===== config.mk =====
export PLATFORM = sky130hd
export DESIGN_NAME = serial_adder
export DESIGN_NICKNAME = d
export VERILOG_FILES = /design/src/rtl/serial_adder_pkg.sv /design/src/rtl/serial_adder_full_adder.sv /design/src/rtl/serial_adder.sv
export SDC_FILE = /design/constraint.sdc
export NUM_CORES = 1
export LEC_CHECK = 0
export CELL_PAD_IN_SITES_DETAIL_PLACEMENT = 1
export CELL_PAD_IN_SITES_GLOBAL_PLACEMENT = 1
export CORE_ASPECT_RATIO = 0.75
export CORE_MARGIN = 4
export CORE_UTILIZATION = 35
export DETAILED_ROUTE_END_ITERATION = 10
export DONT_BUFFER_PORTS = 1
export MAX_ROUTING_LAYER = met4
export PLACE_DENSITY_LB_ADDON = 0.1
export SETUP_SLACK_MARGIN = 0.3
export SLEW_MARGIN = 20
export SYNTH_ARGS = -nofsm -noshare
export SYNTH_HDL_FRONTEND = slang
export SYNTH_HIERARCHICAL = 1
export SYNTH_SLANG_ARGS = --single-unit

===== constraint.sdc =====
create_clock -name clk -period 1.9 [get_ports clk]
set_input_delay 0.19 -clock clk [delete_from_list [all_inputs] [get_ports clk]]
set_output_delay 0.19 -clock clk [all_outputs]
set_load 0.1 [all_outputs]

===== src/rtl/serial_adder_pkg.sv =====
// Shared definitions for the bit-serial adder: FSM state encodings and default operand width.
// Pure declarations; no logic, no latency.
package serial_adder_pkg;

  typedef enum logic {
    ST_IDLE  = 1'b0,
    ST_SHIFT = 1'b1
  } state_t;

  localparam int DEFAULT_WIDTH = 8;

endpackage


===== src/rtl/serial_adder_full_adder.sv =====
// One-bit full adder cell built from gates; combinational, zero latency, no flow control.
module full_adder (
  input  logic x,
  input  logic y,
  input  logic cin,
  output logic sum,
  output logic cout
);

  logic xy_x;

  assign xy_x = x ^ y;
  assign sum  = xy_x ^ cin;
  assign cout = (x & y) | (cin & xy_x);

endmodule


===== src/rtl/serial_adder.sv =====
// Bit-serial add/subtract of two WIDTH-bit words through one full_adder cell, LSB first.
// Result and one-cycle done pulse appear WIDTH clocks after start; start is ignored while busy.
module serial_adder
  import serial_adder_pkg::*;
#(
  parameter int WIDTH = DEFAULT_WIDTH
) (
  input  logic             clk,
  input  logic             rst,
  input  logic             start,
  input  logic             sub,
  input  logic [WIDTH-1:0] a,
  input  logic [WIDTH-1:0] b,
  input  logic             cin,
  output logic             busy,
  output logic             done,
  output logic [WIDTH-1:0] sum,
  output logic             cout
);

  localparam int CNT_W = $clog2(WIDTH);
  localparam logic [CNT_W-1:0] LAST_BIT = CNT_W'(WIDTH - 1);

  state_t           state;
  logic [WIDTH-1:0] a_sr;
  logic [WIDTH-1:0] b_sr;
  logic [WIDTH-1:0] s_sr;
  logic             carry;
  logic [CNT_W-1:0] cnt;
  logic             fa_sum;
  logic             fa_cout;

  full_adder u_fa (
    .x    (a_sr[0]),
    .y    (b_sr[0]),
    .cin  (carry),
    .sum  (fa_sum),
    .cout (fa_cout)
  );

  always_ff @(posedge clk) begin
    if (rst) begin
      state <= ST_IDLE;
      a_sr  <= '0;
      b_sr  <= '0;
      s_sr  <= '0;
      carry <= 1'b0;
      cnt   <= '0;
      busy  <= 1'b0;
      done  <= 1'b0;
      sum   <= '0;
      cout  <= 1'b0;
    end else begin
      case (state)
        ST_IDLE: begin
          done <= 1'b0;
          if (start) begin
            // Subtraction is a + ~b + 1: invert B and force the initial carry.
            a_sr  <= a;
            b_sr  <= sub ? ~b : b;
            carry <= sub ? 1'b1 : cin;
            cnt   <= '0;
            busy  <= 1'b1;
            state <= ST_SHIFT;
          end
        end
        ST_SHIFT: begin
          s_sr  <= {fa_sum, s_sr[WIDTH-1:1]};
          a_sr  <= a_sr >> 1;
          b_sr  <= b_sr >> 1;
          carry <= fa_cout;
          cnt   <= cnt + 1'b1;
          if (cnt == LAST_BIT) begin
            sum   <= {fa_sum, s_sr[WIDTH-1:1]};
            cout  <= fa_cout;
            done  <= 1'b1;
            busy  <= 1'b0;
            state <= ST_IDLE;
          end
        end
        default: state <= ST_IDLE;
      endcase
    end
  end

endmodule


==> Word-level counts from Yosys, hierarchy flattened <==
Index checks and enable logic that the tools add are counted.
{ "classes": {"addsub": 1, "n_eq_ne": 3, "mux": 18, "bitwise_logic": 7, "n_reduce_logical": 2} }
{ "ops": {"columns": ["op", "n"], "rows": [
  ["$pmux 8 s2", 2],
  ["$mux 8", 3],
  ["$not 8->8", 1],
  ["$pmux 1 s2", 4],
  ["$mux 1", 7],
  ["$pmux 3 s2", 1],
  ["$reduce_and 2->1", 2],
  ["$add 3x1->3 const B", 1],
  ["$eq 3x3->1 const B", 1],
  ["$mux 3", 1],
  ["$and 1x1->1", 2],
  ["$ne 2x1->1 const B", 1],
  ["$ne 2x2->1 const B", 1],
  ["$xor 1x1->1", 2],
  ["$not 1->1", 1],
  ["$or 1x1->1", 1]
]} }
{ "word_totals": {"reg_bits": 40, "inputBits": 21, "out_inout_bits": 11, "word_cells": 41} }

==> Longest topological paths before layout <==
{ "depth": {"ltp_word": 4, "ltp_mapped": 6, "depth_no_buf": 4} }

==> Modules after synthesis <==
The synthesis kept the hierarchy.
{ "by_module_without_submodules": {"columns": ["module", "instances", "cells_per_inst", "area_per_inst_um2", "seq_area_each_um2"], "rows": [
  ["serial_adder", 1, 176, 1776.7, 780.7],
  ["full_adder", 1, 1, 20.0, 0.0]
]} }

==> Worst setup path after synthesis <==
No wires, ideal clock.
{ "synth_timing": {"path_type": "register -> register", "from": "register sum[4] (netlist name)", "to": "register sum[4]", "setup_ns": 0.071, "t_arrival_ns": 1.329, "required_time_ns": 1.829, "setup_slack_ns": 0.500, "stages_incl_launch_ff": 3, "n_path_buf": 0, "synth_period_minus_slack_ns": 1.400, "cell_sequence": "dfxtp_1 -> a21bo_2 -> a21oi_1"} }
{ "synth_rtl": {"columns": ["item", "line_no", "rtl"], "rows": [
  ["to (signal assigned)", "serial_adder.sv:74", "sum <= {fa_sum, s_sr[WIDTH-1:1]};"],
  ["to (decl)", "serial_adder.sv:17", "output logic [WIDTH-1:0] sum,"]
]} }

==> flow_metrics.tcl <==
set metrics [dict create \
    outcome "complete, no violations" \
    final_common_cell "dfxtp_1" \
    route.layer.met1.wl_mm 1.80 \
    finClkSkew_ns 0.00802 \
    nFillCells 552 \
    antenna_found_initial 0 \
    synth_area_leader_cell "dfxtp_1" \
    post_drt_wl_per_cell_um 15.2 \
    cts.reportedPaths.clkPinSlew_ns 0.07 \
    drv_slew 0 \
    grt_pass1_vias 1405 \
    hold_viol 0 \
    fin_crit_sh_pct 71.0 \
    hpwl_mm 2.43 \
    worstPathArrival_ns 1.53 \
    synth_cell_types 30 \
    synthCells 177 \
    top_layer "met4" \
    die_h_um 70.1 \
    vdd_drop_max_uv 287 \
    first_pass_iters 4 \
    grtUsageTotal_pct 13.0 \
    intPower_mw 1.19 \
    synth_top_area_share_pct 43.5 \
    num_vias 1271 \
    grt_start_max_net_pins 35 \
    yosysSeqAreaShare_pct 43.5 \
    synthTopCellsByArea "dfxtp_1 (43%), mux2i_1 (8.4%), a21bo_2 (5.0%)" \
    ant_nets 0 \
    layout.nets 207 \
    root_buffer "clkbuf_8" \
    crit_fanout 34 \
    r2r_cells 3 \
    numCtsBuffers 5 \
    p_comb_share_pct 9.6 \
    area_growth_pct 9.33 \
    syn_nets 202 \
    wl_met3_um 155 \
    holdCritStartpoint "start" \
    drt_iter0_markers 53 \
    core_area_um2 4930 \
    pwr-share-clk_pct 33.7 \
    die_w_um 90.7 \
    min_period_ns 1.35 \
    fmax_mhz 741 \
    synth_area_per_cell_um2 10.2 \
    wl_met2_mm 1.69 \
    fin_util_pct 39.9 \
    final_cell_mix "dfxtp_1 (38), mux2i_1 (15), a21oi_1 (13), buf_4 (13), nor2_1 (11)" \
    clk-insertion-delay-late_ns 0.28 \
    h-tree-depth 2 \
    p_leak_nw 0.734 \
    layout.cells.non_filler 243 \
    drive_gt1_share_pct 18.0 \
    critical_path_class "register to register" \
    whs_ns 0.0187 \
    grt_overflow 0 \
    holdPathStages 1 \
    grt_pass1_wl_mm 6.64 \
    yosysWarnings 6 \
    pwr-share-seq_pct 56.7 \
    cts_buffer_depth 2 \
    placed_cells 233 \
    swShare_pct 24.3 \
    diodes 0 \
    io_buffers 0 \
    slew_headroom_pct 64.7 \
    start_util_pct 36.5 \
    worst_slew_pin_slew_ns 0.530 \
    routed_wl_mm 3.70 \
    drc 0 \
    synth_seq_cells 39 \
    tns_ns 0 \
    cts_tree "built" \
    worstSetupStartpoint "state" \
    cap_viol_max_count 0 \
    rsz0062_at_grt "false" \
    critPathRequiredTime_ns 2.08 \
    critPathCaptureType "register" \
    gp_congestion 0.696 \
    hp-class "primary input to register" \
    worstReg2RegStart "state" \
    rows 22 \
    pin_count 32 \
    synth_area_um2 1800 \
    p_per_area_nw_per_um2 798 \
    via_per_inst 5.23 \
    p_sw_mw 0.381 \
    dieArea_um2 6360 \
    setup_viol 0 \
    cts_num_sinks 39 \
    post_cts_buffers 0 \
    start_kind "register" \
]
==> through the flow <==
step / instance area (um2) / power [mW] / worst slack [ns]
4_1_cts: 1960 / 1.60 / 0.342
5_1_grt: 1960 / 1.66 / 0.399
6_report: 1960 / 1.57 / 0.550
3_3_place_gp: 1850 / 1.04 / 0.472
3_5_place_dp: 1850 / 1.04 / 0.341
2_1_floorplan: 1800 / 1.05 / 0.500
==> worst max-delay path: stages (launching register included) <==
cell	delay [ns]
dfxtp_2	0.67
buf_4	0.31
mux2i_1	0.21
nor2_1	0.06
==> final timing paths <==
check,end,slack (ns)
hold / removal,b_sr[7],0.02
setup / recovery,s_sr[1],0.55
hold reg to reg,sum[0],0.50
setup reg to reg,s_sr[1],0.55
==> what timing repair did <==
| action | in CTS | in global routing |
|---|---|---|
| resized for setup | 0 | 1 |
| endpoints found under the setup margin | 0 | 9 |
| endpoints found under the hold margin | 31 | 0 |
| hold buffers | 2 | 0 |
==> cell families (layout without fill, tap and decap cells) <==
logic type               Yosys count  in the layout  synth area share (%)
AO/OA/AOI/OAI                     40             40                  17.1
XOR/XNOR                           8              8                  3.90
adder cells (fa/ha/maj)            4              4                  3.20
buffers and inverters             18             24                  6.89
flip-flops                        39             39                  43.5
multiplexers                      15             15                  8.36
AND/OR/NAND/NOR                   53             53                  17.1
==> power by group through the flow <==
stage / logic [mW] / registers, mW / clock network, mW
5_1_grt: 0.169 / 0.896 / 0.592
6_report: 0.151 / 0.889 / 0.528
3_5_place_dp: 0.136 / 0.909 / 0
2_1_floorplan: 0.144 / 0.905 / 0
3_3_place_gp: 0.132 / 0.906 / 0
4_1_cts: 0.155 / 0.890 / 0.559
==> flip-flops by register name (all words and copies together), names as in the netlist <==
register / cells
a_sr: 8
b_sr: 8
busy: 1
carry: 1
cnt: 3
cout: 1
done: 1
s_sr: 7
state: 1
sum: 8
==> synthesized netlist by cell type <==
cell and number:
a2111oi_0 1, a211oi_1 8, a21bo_2 9, a21oi_1 13, buf_1 1, buf_12 1, buf_2 8, buf_4 2
buf_6 3, clkbuf_1 2, dfxtp_1 39, fa_1 1, ha_1 3, inv_2 1, mux2i_1 15, nand2_1 9
nand2b_1 2, nand3_1 9, nand3b_1 1, nor2_1 11, nor2b_1 7, nor3_1 2, nor3b_1 1, o21bai_1 1
o221ai_1 6, o221ai_2 1, o41ai_1 1, or3b_1 4, or4b_1 7, xnor2_1 8
==> metal layers <==
| metal | vias to the layer above | GRT usage, % |
|---|---|---|
| li1 | 641 | - |
| met1 | 601 | 16.1 |
| met2 | 22 | 20.4 |
| met3 | 7 | 4.09 |
| met4 | 0 | 4.07 |
| met5 | - | - |
==> area by class of cell <==
cell class              instances  area [um2]  share of cell area (%)
well taps                      60        75.1                    3.82
clock buffers                   7        76.3                    3.89
clock inverters                 1        5.00                   0.255
inverters                       1        3.75                   0.191
repair buffers                 15         128                    6.50
multi-input cells             120         895                    45.5
flip-flops and latches         39         782                    39.8
(Power assumes the default switching activity.)
